<file path="src/rtl/peripheral_bus.sv">
// peripheral_bus: memory-mapped timer, LED, switch, 7-segment and systick responder for the CPU I/O window
module peripheral_bus (
    input  logic        clk,
    input  logic        reset,
    input  logic        rd,
    input  logic        wr,
    input  logic [31:0] addr,
    input  logic [31:0] wdata,
    output logic [31:0] rdata,
    input  logic [7:0]  switch,
    output logic [7:0]  led,
    output logic [11:0] digi,
    output logic        irq
);
    logic [31:0] th, tl, systick;
    logic [2:0]  tcon;
    logic [7:0]  led_r;
    logic [11:0] digi_r;
    logic        hit, we_tl, ovf;
    logic [2:0]  off;
    logic        unused_lsb;

    assign hit        = addr[31:5] == 27'h200_0000;
    assign off        = addr[4:2];
    assign unused_lsb = &{1'b0, addr[1:0]};
    assign we_tl      = wr && hit && off == 3'd1;
    // a CPU write to TL cancels the reload and the status set on the same edge
    assign ovf        = tcon[0] && &tl && !we_tl;
    assign irq        = tcon[1] & tcon[2];
    assign led        = led_r;
    assign digi       = digi_r;

    // timer: TL counts up and reloads from TH; CPU writes win over the timer
    always_ff @(posedge clk or negedge reset) begin
        if (!reset) begin
            th   <= '0;
            tl   <= '0;
            tcon <= '0;
        end else begin
            if (wr && hit && off == 3'd0) th <= wdata;
            if (we_tl) tl <= wdata;
            else if (tcon[0]) tl <= &tl ? th : tl + 32'd1;
            if (wr && hit && off == 3'd2) tcon <= wdata[2:0];
            else if (ovf && tcon[1]) tcon[2] <= 1'b1;
        end
    end

    // free-running systick plus the LED and 7-segment output registers
    always_ff @(posedge clk or negedge reset) begin
        if (!reset) begin
            systick <= '0;
            led_r   <= '0;
            digi_r  <= '0;
        end else begin
            systick <= systick + 32'd1;
            if (wr && hit && off == 3'd3) led_r <= wdata[7:0];
            if (wr && hit && off == 3'd5) digi_r <= wdata[11:0];
        end
    end

    // zero-latency read mux; unmapped or idle reads return 0
    always_comb begin
        rdata = '0;
        if (rd && hit)
            case (off)
                3'd0:    rdata = th;
                3'd1:    rdata = tl;
                3'd2:    rdata = {29'd0, tcon};
                3'd3:    rdata = {24'd0, led_r};
                3'd4:    rdata = {24'd0, switch};
                3'd5:    rdata = {20'd0, digi_r};
                3'd6:    rdata = systick;
                default: rdata = '0;
            endcase
    end
endmodule

</file>
<file path="config.mk">
export PLATFORM = sky130hd
export DESIGN_NAME = peripheral_bus
export DESIGN_NICKNAME = d
export VERILOG_FILES = /design/src/rtl/peripheral_bus.sv
export SDC_FILE = /design/constraint.sdc
export NUM_CORES = 1
export LEC_CHECK = 0
export BUFFER_PORTS_ARGS = -buffer_cell sky130_fd_sc_hd__buf_2
export CAP_MARGIN = 0
export CORE_MARGIN = 10
export CORE_UTILIZATION = 46
export DETAILED_ROUTE_END_ITERATION = 8
export PLACE_DENSITY_LB_ADDON = 0.08
export SLEW_MARGIN = 10
export SYNTH_ARGS = -nofsm -noshare
export SYNTH_HDL_FRONTEND = slang
export SYNTH_SLANG_ARGS = --single-unit
</file>
<file path="constraint.sdc">
create_clock -name clk -period 2.4 [get_ports clk]
set_input_delay 0.12 -clock clk [delete_from_list [all_inputs] [get_ports clk]]
set_output_delay 0.12 -clock clk [all_outputs]
set_load 0.005 [all_outputs]
</file>
==> run metrics, run 1 <==
run status=finished clean; largest net degree at the start of global routing=between 60 and 70; setup_tns=0 ns; CP endpoint kind=flop; core region area=15260 um2; share of the synthesized area in the top cell type=around two fifths; startpoint types=flop; mux contribution to synthesized area=about 16%; Final min period=about 2.2 ns; Area after DPL=8333 um2; main combinational cell family by area after synthesis=simple AND/OR/NAND/NOR gates; global placement routability congestion=approximately 0.90; DRC=0; crit path kind=flop to flop; top cells by area, synth=dfrtp_1 42%, mux2_2 13%, xnor2_1 3.5%; EDFF count, synth=0; Slew headroom=22.49%; FFs w/ async S/R, synth=100.0%; All-Layer GR Usage=23.05%; design area=between 9000 and 10000 um2; Sink Count=about 120; Skew-Pair Late Insertion Delay=around 0.42 ns; slowest stage delay, CP=~0.47 ns; crit-path max FO=17; I/O Pins=129; sequential fraction of the synthesis area=between 40% and 50%; Die ar.=around 21000 um2; setup bufs post-CTS=0; initial antenna violation count=0; Post-Syn Instances=roughly 730; die height=approximately 140 um; simple-gate portion of the synthesized area=20.09%; DIE WIDTH=roughly 140 um; WP data arrival=2.51 ns; clk root buf=clkbuf_16; Via density=around 6.0; Mapped Area=between 7000 and 8000 um2; post-DR wirelength/cell=around 21 um; first-pass GRT wire length=between 30000 and 40000 um; Routed Antenna Nets=0; post-synth net total=811; starting density of the core=around 47%; most frequent cells after synthesis=119 x dfrtp_1, 82 x mux2_2, 63 x nor2_1; post-synthesis xor/xnor area fraction=approximately 4.6%; RSZ-0062 raised after global routing=false; MaxCap Viol Count=0; drt pass-1 iters=5; row count=45; gr ovfl total=0; f_max=between 400 and 500 MHz; Synth area leader=dfrtp_1; P_leak=about 4.4 nW; First DRT Iteration DRCs=around 620; number of diodes=0; fillers=1297; Synth Area in Compound Gates=13.73%; Adder-Cell Fraction of Synth Area=less than 1%; CTS tree=yes; final hold vios=0; most common cell in the netlist=dfrtp_1; worst slew pin tran=1.158 ns; Yosys reg bits=~120; detailed-placement wirelength estimate=about 17000 um; H-tree levels=4; Ys Warns=0; CTS Buffer Depth=2; part of the cycle the worst path needs=92.12%; Final Max Slew Viols=0; Critical-path top delay cell=dfrtp_1; Reg clk slew, reported paths=around 0.060 ns; Port Buffers=~130; total number of vias=~6.8k; setup violators final=0; VDD IR-drop max=about 0.52 mV; Hold Path Class=primary input to flop; distinct cell type count of the synthesized netlist=59; number of global-route vias before repair=6971; CTS buffer count=17; Nets=between 900 and 1k; final WL=around 24000 um; Synth Flop Type=dfrtp_1; layout cell share with drive strength beyond 1=roughly a third; pwr dens=~550 nW/um2; WP buf/inv=2; Area Overhead vs Synth=29.74%; Critical Path, Cell by Cell=nand4_1 > buf_4 > nor4_4 > buf_12 > nand3_1 > o221ai_1 > a31oi_1; Worst EP required=about 2.7 ns; Worst Skew=0.009876 ns; Synth Area per Inst=9.786 um2; CP top delay family=simple AND/OR/NAND/NOR gates
-- cell families (layout without fill, tap and decap cells) --
group / count (synthesis) / in the layout
xor gates and xnor gates: 38 / 38
buffers and inverters: 66 / 262
adders and majority gates: 2 / 2
AOI/OAI and AO/OA: 139 / 139
and+or+nand+nor: 269 / 269
muxes: 100 / 100
DFF: 119 / 119
-- tightest hold or removal path: stages --
cell	delay [ns]
buf_2	0.14
mux2i_1	0.08
o21ai_0	0.07
-- what timing repair did --
| action | CTS | global route |
|---|---|---|
| hold buffers | 32 | 0 |
| endpoints found under the setup margin | 0 | 8 |
| endpoints found under the hold margin | 109 | 0 |
| resized for setup | 0 | 3 |
-- layout by cell type, fill, tap and decap left out, types with 3 or more instances in the layout --
cell and instances:
buf_2 125, dfrtp_1 119, mux2_2 82, nor2_1 63, nand2_1 59, buf_4 58
dlygate4sd3_1 32, nand3_1 31, xnor2_1 29, nand4_1 25, a22oi_1 23, a31oi_1 21
a21oi_1 20, clkbuf_16 17, mux2i_1 16, o21ai_0 14, nor3_1 13, inv_1 12
nor4_1 12, and3_1 11, and4_1 11, a211oi_1 11, nor2b_1 10, xor2_1 9
o221ai_1 8, and2_1 7, nand4b_1 7, or4_1 6, a221oi_1 5, a41o_1 5
a22o_1 4, o311ai_0 4, bufinv_16 4, clkinvlp_4 4, nor4_2 3, o311ai_1 3
a41oi_1 3, inv_6 3, buf_12 3
-- worst paths after layout --
path / from / end / slack [ns] / cells past startpoint
setup / recovery: tl[4] / tl[8] / 0.19 / 7
hold / removal: wdata[1] / tl[1] / 0.02 / 3
setup reg to reg: tl[4] / tl[8] / 0.19 / 7
hold reg to reg: systick[31] / systick[31] / 0.48 / 1
max in group asynchronous: reset / systick[25] / 1.44 / 3
min in group asynchronous: reset / led[1] / 0.23 / 2
-- sequential cells by signal, indices dropped and copies added, names as in the netlist --
| signal | count |
|---|---|
| systick | 32 |
| tl | 32 |
| th | 32 |
| tcon | 3 |
| digi | 12 |
| led | 8 |
-- per-stage QoR --
step	total power, mW	util [%]	worst slack, ns	hold WS, ns	instances
floorplan	2.142	-	0.2745	-0.1756	733
global placement	2.303	54.61	0.1813	0.1420	1076
detailed placement	2.307	54.61	0.1000	0.1471	1076
CTS	5.115	60.89	0.09083	0.01143	1140
global route	5.237	60.99	0.03836	0.02665	1140
finish	5.080	60.99	0.1892	0.02267	1140
-- area by class of cell --
class / count / area, um2 / area share [%]
clock inverter: 13 / 193.9 / 2.084
sequential: 119 / 2978 / 32.00
clock buffer: 19 / 442.9 / 4.759
timing repair buffer: 218 / 1441 / 15.49
tap: 211 / 264.0 / 2.837
inverter: 12 / 45.04 / 0.4840
multi-input combinational: 548 / 3941 / 42.35
-- metal layers --
layer	up-vias	wire length (um)	track usage, %
met5	-	0	0
met4	0	359	6.862
met3	29	2020	6.649
met2	294	10870	35.94
met1	3363	10510	30.34
li1	3120	-	-
-- report_power, final --
group / internal (mW) / leakage [nW] / total (mW) / switching, mW
logic: 0.137 / 2.53 / 0.306 / 0.169
registers: 2.01 / 1.53 / 2.01 / 0.000000356
clock network: 1.78 / 0.297 / 2.77 / 0.991
Note: power is estimated with default switching activity, not from simulation.
==> run 2: changes to the inputs <==
--- a/config.mk
+++ b/config.mk
@@ -5,7 +5,7 @@
 export SDC_FILE = /design/constraint.sdc
 export NUM_CORES = 1
 export LEC_CHECK = 0
-export BUFFER_PORTS_ARGS = -buffer_cell sky130_fd_sc_hd__buf_2
+export BUFFER_PORTS_ARGS = -buffer_cell sky130_fd_sc_hd__clkbuf_2
 export CAP_MARGIN = 0
 export CORE_MARGIN = 10
 export CORE_UTILIZATION = 46
==> run 2 against run 1 <==
Worst hold slack got worse by 0.013 ns. Core utilization decreased by 0.24 points. Clock skew fell by 0.0028 ns. Clock power fell by 2%. Cell count fell by 0.26%. Global-route usage fell by 0.46 points. Sequential share of layout area rose by 0.13 points. Fmax rose by 0.93%. Via count down 0.53%. Highest routed layer unchanged. Combinational power about the same. Non-clock buffer count decreased by 3. Critical path depth fell by 1.
==> run metrics, run 2 (synthesized netlist as in run 1, its figures left out) <==
P_leak=around 4.3 nW; Final Max Slew Viols=0; design area=roughly 9000 um2; crit path kind=flop to flop; CTS buffer count=17; most frequent cells in the layout=125 x clkbuf_2, 119 x dfrtp_1, 82 x mux2_2; gr ovfl total=0; CTS tree=yes; I/O Pins=129; Worst Skew=slightly above 0.007 ns; fillers=~1.3k; Total Power=5.040 mW; Final min period=2.190 ns; clk root buf=clkbuf_16; Via density=around 6.0; Area after DPL=around 8300 um2; core region area=approximately 15000 um2; setup_tns=0 ns; Die ar.=20990 um2; Worst EP required=~2.7 ns; CTS Buffer Depth=2; pwr dens=about 540 nW/um2; H-tree levels=4; multi-input logic area=just under 4000 um2; part of the cycle the worst path needs=approximately nine tenths; crit-path max FO=9; number of global-route vias before repair=6763; First DRT Iteration DRCs=roughly 620; f_max=around 460 MHz; drt pass-1 iters=7; DIE WIDTH=approximately 140 um; Port Buffers=126; Skew-Pair Late Insertion Delay=0.42 ns; CP endpoint kind=flop; final WL=~23000 um; detailed-placement wirelength estimate=between 15000 and 20000 um; VDD IR-drop max=0.4765 mV; setup bufs post-CTS=0; Util after Layout=between 60 and 70%; DRC=0; Top Registers=systick x32, th x32, tl x32; initial antenna violation count=0; row count=45; Sink Count=approximately 120; Hold Slack=about 0.01 ns; Routed Antenna Nets=0; Hold Path Class=primary input to flop; WP data arrival=2.53 ns; Area Overhead vs Synth=29.23%; global placement routability congestion=between 0.8 and 0.9; first-pass GRT wire length=36920 um; total number of vias=~6.8k; final hold vios=0; post-DR wirelength/cell=between 20 and 25 um; largest net degree at the start of global routing=45; run status=finished clean; setup violators final=0; die height=about 140 um; most common cell after layout, fill and taps aside=clkbuf_2; Slew headroom=between 50% and 60%; starting density of the core=a little under half; Nets=between 900 and 1k; worst slew pin tran=around 0.64 ns; MaxCap Viol Count=0; FF+latch area=about 3000 um2; startpoint types=flop; layout cell share with drive strength beyond 1=roughly 33%; All-Layer GR Usage=22.59%; Reg clk slew, reported paths=0.05 ns; RSZ-0062 raised after global routing=false
-- run 2: cell count changes in the layout (fill, tap and decap cells not counted), sizes merged --
cell / previous run / this run
clkbuf: 19 / 147
buf: 186 / 60
clkinvlp: 4 / 1
inv: 15 / 12
clkinv: 2 / 4
dlygate4sd3: 32 / 30
diode: 0 / 1
-- run 2: final cells by class --
cell class | instances | area share [%]
antenna | 1 | 0.02699
clock buffer | 22 | 5.115
clock inverter | 9 | 1.593
inverter | 12 | 0.4859
multi-input combinational | 548 | 42.42
sequential | 119 | 32.12
tap | 211 | 2.848
timing repair buffer | 215 | 15.39
-- run 2: worst max-delay path, stage by stage, from the launching register on --
cell and delay, ns:
dfrtp_1 0.44, nand4_1 0.22, or4_4 0.61, nor3_4 0.28, buf_4 0.23, o221ai_1 0.11
a31oi_1 0.21
-- run 2: where the power goes --
group	leakage (nW)	switching [mW]	internal [mW]	total, mW
sequential	1.53	0.000000354	2.01	2.01
combinational	2.48	0.170	0.139	0.309
clock	0.306	0.919	1.81	2.72
-- run 2: metrics by stage --
step	setup WS (ns)	instances
after floorplan	0.2745	733
after global placement	0.2044	1074
after detailed placement	0.1215	1074
after CTS	0.08037	1135
after global routing	0.06191	1136
final	0.2095	1137
-- run 2: what timing repair did --
item                                    in CTS  in global routing
gates resized for setup                      0                  2
hold buffers                                30                  0
endpoints found under the setup margin       0                  9
hold endpoints to repair                   128                  0
-- run 2: path summary, 6_finish.rpt --
path,slack [ns],start,cells after the start,to
max,0.21,tl[26],6,tl[8]
min,0.01,wdata[6],2,th[6]
max reg2reg,0.21,tl[26],6,tl[8]
min reg2reg,0.48,systick[31],1,systick[31]
max in group asynchronous,1.57,reset,3,systick[24]
min in group asynchronous,0.15,reset,2,digi[1]
-- run 2: metal layers --
| metal | up-vias | share of wire [%] | track usage, % |
|---|---|---|---|
| met1 | 3336 | 45 | 30.22 |
| met5 | - | 0 | 0 |
| met2 | 267 | 45 | 34.47 |
| met4 | 0 | 1.9 | 8.138 |
| li1 | 3133 | - | - |
| met3 | 34 | 8.3 | 5.900 |
